===== config.mk =====
export PLATFORM = sky130hd
export DESIGN_NAME = puf_challenge_sequencer
export DESIGN_NICKNAME = d
export VERILOG_FILES = /design/src/rtl/puf_challenge_sequencer.sv
export SDC_FILE = /design/constraint.sdc
export NUM_CORES = 1
export LEC_CHECK = 0
export CAP_MARGIN = 20
export CORE_MARGIN = 4
export CORE_UTILIZATION = 40
export DETAILED_ROUTE_END_ITERATION = 7
export DONT_BUFFER_PORTS = 1
export PLACE_DENSITY = 0.58
export SYNTH_ARGS = -nofsm -noshare
export SYNTH_HDL_FRONTEND = slang
export SYNTH_SLANG_ARGS = --single-unit

===== constraint.sdc =====
create_clock -name clk -period 4.2 [get_ports clk]
set_input_delay 0.63 -clock clk [delete_from_list [all_inputs] [get_ports clk]]
set_output_delay 0.63 -clock clk [all_outputs]
set_load 0.02 [all_outputs]

===== src/rtl/puf_challenge_sequencer.sv =====
// Challenge sequencer for a ring-oscillator PUF: steps through N_BITS challenge
// pairs, times each reset/measure window, and collects one response bit per pair.
module puf_challenge_sequencer #(
    parameter int N_BITS       = 16,
    parameter int RESET_CYCLES = 4,
    parameter int MEAS_CYCLES  = 200000
) (
    input  logic              clk,
    input  logic              reset,
    input  logic              start,
    input  logic [7:0]        seed,
    output logic              group_reset,
    output logic [3:0]        cha0,
    output logic [3:0]        cha1,
    input  logic              response_in,
    output logic              busy,
    output logic              resp_valid,
    input  logic              resp_ready,
    output logic [N_BITS-1:0] resp_data
);

    localparam int          TW        = 20;
    localparam int          KW        = 5;
    localparam logic [TW-1:0] RST_LAST  = TW'(RESET_CYCLES - 1);
    localparam logic [TW-1:0] MEAS_LAST = TW'(MEAS_CYCLES - 1);
    localparam logic [KW-1:0] K_LAST    = KW'(N_BITS - 1);

    typedef enum logic [2:0] {
        S_IDLE,
        S_RST,
        S_MEAS,
        S_SAMPLE,
        S_DONE
    } state_t;

    state_t            state_q;
    logic [TW-1:0]     timer_q;
    logic [KW-1:0]     k_q;
    logic [7:0]        seed_q;
    logic [3:0]        cha0_q, cha1_q;
    logic              group_reset_q;
    logic              busy_q;
    logic              resp_valid_q;
    logic [N_BITS-1:0] resp_data_q;
    logic [N_BITS-1:0] resp_data_d;
    logic [1:0]        sync_q;

    logic              accept;
    logic              sample_wr;
    logic [7:0]        seed_sel;
    logic [3:0]        k_sel;
    logic [3:0]        lo_sel, hi_sel;
    logic [3:0]        cha0_d, cha1_d;

    assign accept    = (state_q == S_IDLE) && start;
    assign sample_wr = (state_q == S_SAMPLE);

    // response_in comes from the free-running oscillator race, so it is retimed
    // through two flops; only sync_q[1] is ever sampled.
    always_ff @(posedge clk) begin
        if (!reset) begin
            sync_q <= 2'b00;
        end else begin
            sync_q <= {sync_q[0], response_in};
        end
    end

    // Selects for the bit about to start: k=0 from the live seed on acceptance,
    // otherwise k+1 from the captured seed. Equal selects are pushed apart by one.
    always_comb begin
        seed_sel = seed_q;
        k_sel    = k_q[3:0] + 4'd1;
        if (state_q == S_IDLE) begin
            seed_sel = seed;
            k_sel    = 4'd0;
        end
        lo_sel = seed_sel[3:0] + k_sel;
        hi_sel = seed_sel[7:4] + k_sel;
        cha0_d = lo_sel;
        cha1_d = (hi_sel == lo_sel) ? hi_sel + 4'd1 : hi_sel;
    end

    for (genvar gi = 0; gi < N_BITS; gi++) begin : g_resp_bit
        always_comb begin
            resp_data_d[gi] = resp_data_q[gi];
            if (accept) begin
                resp_data_d[gi] = 1'b0;
            end else if (sample_wr && (k_q == KW'(gi))) begin
                resp_data_d[gi] = sync_q[1];
            end
        end
    end

    always_ff @(posedge clk) begin
        if (!reset) begin
            resp_data_q <= '0;
        end else begin
            resp_data_q <= resp_data_d;
        end
    end

    always_ff @(posedge clk) begin
        if (!reset) begin
            state_q       <= S_IDLE;
            timer_q       <= '0;
            k_q           <= '0;
            seed_q        <= 8'h00;
            cha0_q        <= 4'h0;
            cha1_q        <= 4'h0;
            group_reset_q <= 1'b1;
            busy_q        <= 1'b0;
            resp_valid_q  <= 1'b0;
        end else begin
            case (state_q)
                S_IDLE: begin
                    group_reset_q <= 1'b1;
                    if (start) begin
                        seed_q  <= seed;
                        k_q     <= '0;
                        timer_q <= '0;
                        cha0_q  <= cha0_d;
                        cha1_q  <= cha1_d;
                        busy_q  <= 1'b1;
                        state_q <= S_RST;
                    end
                end
                S_RST: begin
                    if (timer_q == RST_LAST) begin
                        timer_q       <= '0;
                        group_reset_q <= 1'b0;
                        state_q       <= S_MEAS;
                    end else begin
                        timer_q <= timer_q + 1'b1;
                    end
                end
                S_MEAS: begin
                    if (timer_q == MEAS_LAST) begin
                        timer_q <= '0;
                        state_q <= S_SAMPLE;
                    end else begin
                        timer_q <= timer_q + 1'b1;
                    end
                end
                S_SAMPLE: begin
                    // Counters stay released for the sample cycle so the race
                    // result cannot be disturbed while it is being captured.
                    group_reset_q <= 1'b1;
                    timer_q       <= '0;
                    if (k_q == K_LAST) begin
                        resp_valid_q <= 1'b1;
                        state_q      <= S_DONE;
                    end else begin
                        k_q     <= k_q + 1'b1;
                        cha0_q  <= cha0_d;
                        cha1_q  <= cha1_d;
                        state_q <= S_RST;
                    end
                end
                S_DONE: begin
                    if (resp_ready) begin
                        resp_valid_q <= 1'b0;
                        busy_q       <= 1'b0;
                        state_q      <= S_IDLE;
                    end
                end
                default: begin
                    state_q       <= S_IDLE;
                    group_reset_q <= 1'b1;
                    busy_q        <= 1'b0;
                    resp_valid_q  <= 1'b0;
                end
            endcase
        end
    end

    assign group_reset = group_reset_q;
    assign cha0        = cha0_q;
    assign cha1        = cha1_q;
    assign busy        = busy_q;
    assign resp_valid  = resp_valid_q;
    assign resp_data   = resp_data_q;

endmodule


# After elaboration in Yosys (flattened, before gate mapping)
# Cells that the tools add are included.
# Widths: inputs -> output; s select.
# word_totals
input_bits	13
out_inout_bits	27
regBits	65
# op_classes
addsub	6
muxes	29
n_bitwise	4
reduce_logical	32
eq_ne	28
# ops
operator	n
$pmux 20 s4	1
$mux 20	3
$eq 5x4->1 const B	8
$mux 4	6
$add 20x1->20 const B	1
$eq 20x18->1 const B	1
$eq 20x2->1 const B	1
$eq 5x3->1 const B	4
$logic_and 1x1->1	17
$pmux 4 s2	2
$mux 3	5
$pmux 3 s5	1
$eq 5x2->1 const B	2
$mux 5	2
$ne 2x2->1 const B	5
$pmux 5 s2	1
$reduce_and 3->1	3
$add 4x1->4 const B	2
$add 4x4->4	2
$mux 8	1
$eq 3x2->1 const B	2
$pmux 1 s3	2
$reduce_and 2->1	3
$reduce_or 3->1	2
15 further kinds	22

# Longest topological paths before layout
# logic_depth
depth_word	7
mapped_depth	14
depth_no_buf	11

# Worst setup path after synthesis
# OpenSTA, ideal clock, no wires.
# synth_path
kind	register -> register
startpoint	register state_q[1]
endpoint	register cha1_q[1] (netlist: cha1[1])
setup_slack_ns	0.932
path_stages_with_launch	14
arrival_ns	3.153
required_ns	4.084
path_buffers	3
path_cell_list	dfxtp_1 > clkbuf_1 > nor3_1 > clkbuf_1 > nor2_1 > ha_1 > ha_1 > a31oi_4 > xor2_4 > xnor2_1 > or3_1 > buf_2 > a2111o_1 > and3_1
# synth_via
elab_chain_len	7
word_cells_on_any_way	16
# synth_lines
element	line_no	rtl
start: declaration	36	state_t state_q;
start signal: assignment	104	state_q <= S_IDLE;
start signal: assignment	124	state_q <= S_RST;
start signal: assignment	131	state_q <= S_MEAS;
$logic_not 3->1	73, 114	
$mux 8 / $mux 4 (equally long branches)	73	if (state_q == S_IDLE) begin
$add 4x4->4 (on tied branches)	78, 77	
$add 4x1->4 / $eq 4x4->1 (equally long branches)	80	cha1_d = (hi_sel == lo_sel) ? hi_sel + 4'd1 : hi_sel;
$mux 4	80	
$mux 4 (on tied branches)	149, 117	
$pmux 4 s2	114	case (state_q)
end signal: assignment	122	cha1_q <= cha1_d;
end signal: assignment	155	cha1_q <= cha1_d;
end: declaration	40	logic [3:0] cha0_q, cha1_q;
# Parallel ways exist; a longest one is shown, timed or not. The select of a mux whose other input is x is not followed.
# A chain may end at the register's enable or synchronous reset.

# Worst setup path after layout
# layout_path
startpoint	register k_q[0]
endpoint	register cha1_q[2] (netlist: cha1[2])
# layout_via
elab_chain_len	7
word_cells_on_any_way	13
# layout_lines
element	line_no	rtl
start: declaration	38	logic [KW-1:0] k_q;
start signal: assignment	153	k_q <= k_q + 1'b1;
$add 4x1->4	72	k_sel = k_q[3:0] + 4'd1;
$mux 4	73	
$add 4x4->4 (on tied branches)	78, 77	
$add 4x1->4 / $eq 4x4->1 (equally long branches)	80	
$mux 4	80	
$mux 4 (on tied branches)	149, 117	
$pmux 4 s2	114	
# Parallel ways exist; a longest one is shown, timed or not. The select of a mux whose other input is x is not followed.

==> metrics.md <==
| Metric | Value |
|---|---|
| Largest net degree at the start of global routing | 24 |
| Post-synth ARST share | 0% |
| DP Area | 0.00348 sq mm |
| Final setup viols | 0 |
| Synth cell types | between 40 and 50 |
| Initial antenna violation count | 0 |
| R2r setup slk | just over 0.7 ns |
| All-layer global routing usage | between 15 and 20% |
| Clock Latency Late Sink | 0.33 ns |
| # IOs | 40 |
| Nets | 451 |
| Main synth FF type | dfxtp_1 |
| Mapped Nets | 465 |
| Max IR drop VDD | 0.279 mV |
| Via count | between 2k and 3k |
| Startpoint types | flop |
| Num CTS Buffers | 9 |
| Run status | completed |
| Area contributors post-synth | dfxtp_1, nand2_1, a21oi_1 |
| CTS tree | done |
| Final setup margin | 0.726 ns |
| Most frequent cells in the layout | nand2_1, dfxtp_1, nor2_1, a21oi_1, nand3_1 |
| Area occupied by multi-input gates | 0.00200 sq mm |
| Core area | 0.00830 sq mm |
| Layout cell share with drive strength beyond 1 | 4.43% |
| Placer Congestion | 0.812 |
| Setup Buffers After CTS | 0 |
| R2R Path End | cha1[2] |
| Placement Setup Slack | approximately 0.75 ns |
| Static leakage power | 1.33 nW |
| Wirelength per Cell | 14.8 microns |
| RSZ-0062 raised after global routing | no |
| Non-Filler Cell Area, Final | 0.00366 sq mm |
| Flops & latches, synth | 65 |
| First-pass GRT wire length | 13.2 mm |
| Max_slew headroom | 46.5% |
| Vias in the first global route | 2764 |
| Crit-path max FO | 8 |
| Worst reg2reg path depth | 11 |
| Area Overhead vs Synth | 6.40% |
| Fmax | 288 MHz |
| Cell Pwr Density | 482 mW/mm^2 |
| Die area | a little over 0.01 sq mm |
| H-tree level count | 3 |
| CTS Sinks | 65 |
| Clk slew on worst S/H paths | 0.07 ns |
| HP Class | in2reg |
| Drt total wl | 7.89 mm |
| Die H | 101 microns |
| Iter 0 DRT Violations | 162 |
| Slew at the pin closest to its max-slew limit | 0.799 ns |
| Final Hold Fails | 0 |
| Root Buffer | clkbuf_8 |
| Syn_area_per_cell | 7.82 sq um |
| Post-CTS Hold Fix Bufs | 0 |
| DRC | 0 |
| Post-synthesis sequential area ratio | between 30% and 40% |
| Maximum capacitance violations | 0 |
| Critical Path AT | 3.68 ns |
| Drt via density | between 5 and 6 |
| Row cnt | 33 |
| Worst Hold Path EP | group_reset |
| Synthesized area | 0.00344 sq mm |
| Synth top area share | 37.8% |
| Hold Path Stages | 1 |
| Starting Density | between 40 and 50% |
| Mapped Cells | 440 |
| Post-synth EDFFs | 0 |
| Minimum clock period after layout | 3.47 ns |
| Drt pass-1 iters | 5 |
| Storage element area | 0.00130 sq mm |
| Critical path class | reg2reg |
| Final Hold Slack | 0.384 ns |
| Gr ovfl total | 0 |
| # fillers | ~850 |
| Diodes inserted | 0 |
| Die Span X | 101 microns |
| Post_cts resized | 0 |
| Final TNS setup | 0 ns |
| Setup Skew | 0.00991 ns |
| Area leader, netlist | dfxtp_1 |
| Port bufs | 0 |
| Post-DP HPWL | 5.69 mm |
| Crit end category | flop |
| Tcrit/Tclk final | 82.7% |
| Min-delay src | reset |
| Antenna viol nets, final | 0 |
| WP data required | between 4 and 5 ns |
| Commonest non-fill, non-tap cell in the layout | nand2_1 |
| Slew Limit Fails | 0 |
| R2R Path Start | k_q[0] |
| Clock buffer depth | 2 |
| Yosys warns | 0 |
-- kinds of logic after synthesis --
group / synth area share [%]
and+or+nand+nor: 30.3
AOI/OAI and AO/OA: 13.7
DFF: 37.8
buffers and inverters: 4.07
xor gates and xnor gates: 7.67
adders and majority gates: 4.65
muxes: 1.78
-- stage by stage --
step	cells	total power, mW	utilization [%]
2_1_floorplan	440	1.17	-
3_5_place_dp	520	1.26	41.9
3_3_place_gp	520	1.25	41.9
5_1_grt	534	1.88	44.1
6_report	534	1.76	44.1
4_1_cts	534	1.78	44.1
-- metal layers --
layer | track usage, % | vias up | share of wire (%)
met3 | 4.57 | 11 | 7.4
li1 | - | 1502 | -
met4 | 7.36 | 0 | 2.0
met1 | 21.6 | 1365 | 47
met2 | 24.4 | 61 | 44
met5 | 0 | - | 0
-- sequential cells by signal (all words and copies together), names as in the netlist --
signal / flops
busy: 1
cha0: 4
cha1: 4
group_reset: 1
k_q: 5
resp_data: 16
resp_valid: 1
seed_q: 8
state_q: 3
sync_q: 2
timer_q: 20
-- critical path, cell delays in order, from the launching register on --
cell	delay, ns
dfxtp_1	0.52
inv_1	0.14
ha_1	0.45
xor2_1	0.22
o21a_1	0.20
ha_1	0.22
a31oi_4	0.21
xor2_4	0.23
xnor2_1	0.09
or3_1	0.49
a2111oi_0	0.47
nor3_1	0.11
-- power by group --
group	internal, mW	switching [mW]	leakage, nW
clock network	0.283	0.229	0.0913
logic	0.185	0.314	0.710
registers	0.664	0.0872	0.528
total	1.13	0.630	1.33
-- how the worst max path moves through the flow --
stage | from | end | depth (start not counted)
4_1_cts | k_q[0] | cha1[2] | 11
5_1_grt | k_q[0] | cha1[2] | 11
3_5_place_dp | k_q[0] | cha1[2] | 11
6_report | k_q[0] | cha1[2] | 11
2_1_floorplan | state_q[1] | cha1[1] | 13
3_3_place_gp | k_q[0] | cha1[1] | 11
-- cell type report --
cell class | instances | share of cell area (%)
clock buffer | 11 | 3.86
clock inverter | 3 | 1.16
inverter | 8 | 0.820
multi-input combinational | 340 | 54.6
sequential | 65 | 35.5
tap | 105 | 3.59
timing repair buffer | 2 | 0.410
-- cells in the mapped netlist, drive strengths merged (3+ instances only) --
| library cell | count |
|---|---|
| nand4 | 8 |
| nor3 | 14 |
| a31oi | 3 |
| a211o | 3 |
| mux2i | 5 |
| nor4 | 6 |
| clkbuf | 25 |
| nand2 | 70 |
| nand3 | 34 |
| nor2b | 4 |
| o21ai | 11 |
| and3 | 8 |
| o21a | 4 |
| and4 | 5 |
| and2 | 9 |
| inv | 8 |
| or3 | 6 |
| xor2 | 16 |
| nor2 | 44 |
| ha | 12 |
| a21oi | 37 |
| xnor2 | 12 |
| nand2b | 3 |
| o211ai | 3 |
| dfxtp | 65 |
Note: power is estimated with default switching activity, not from simulation.
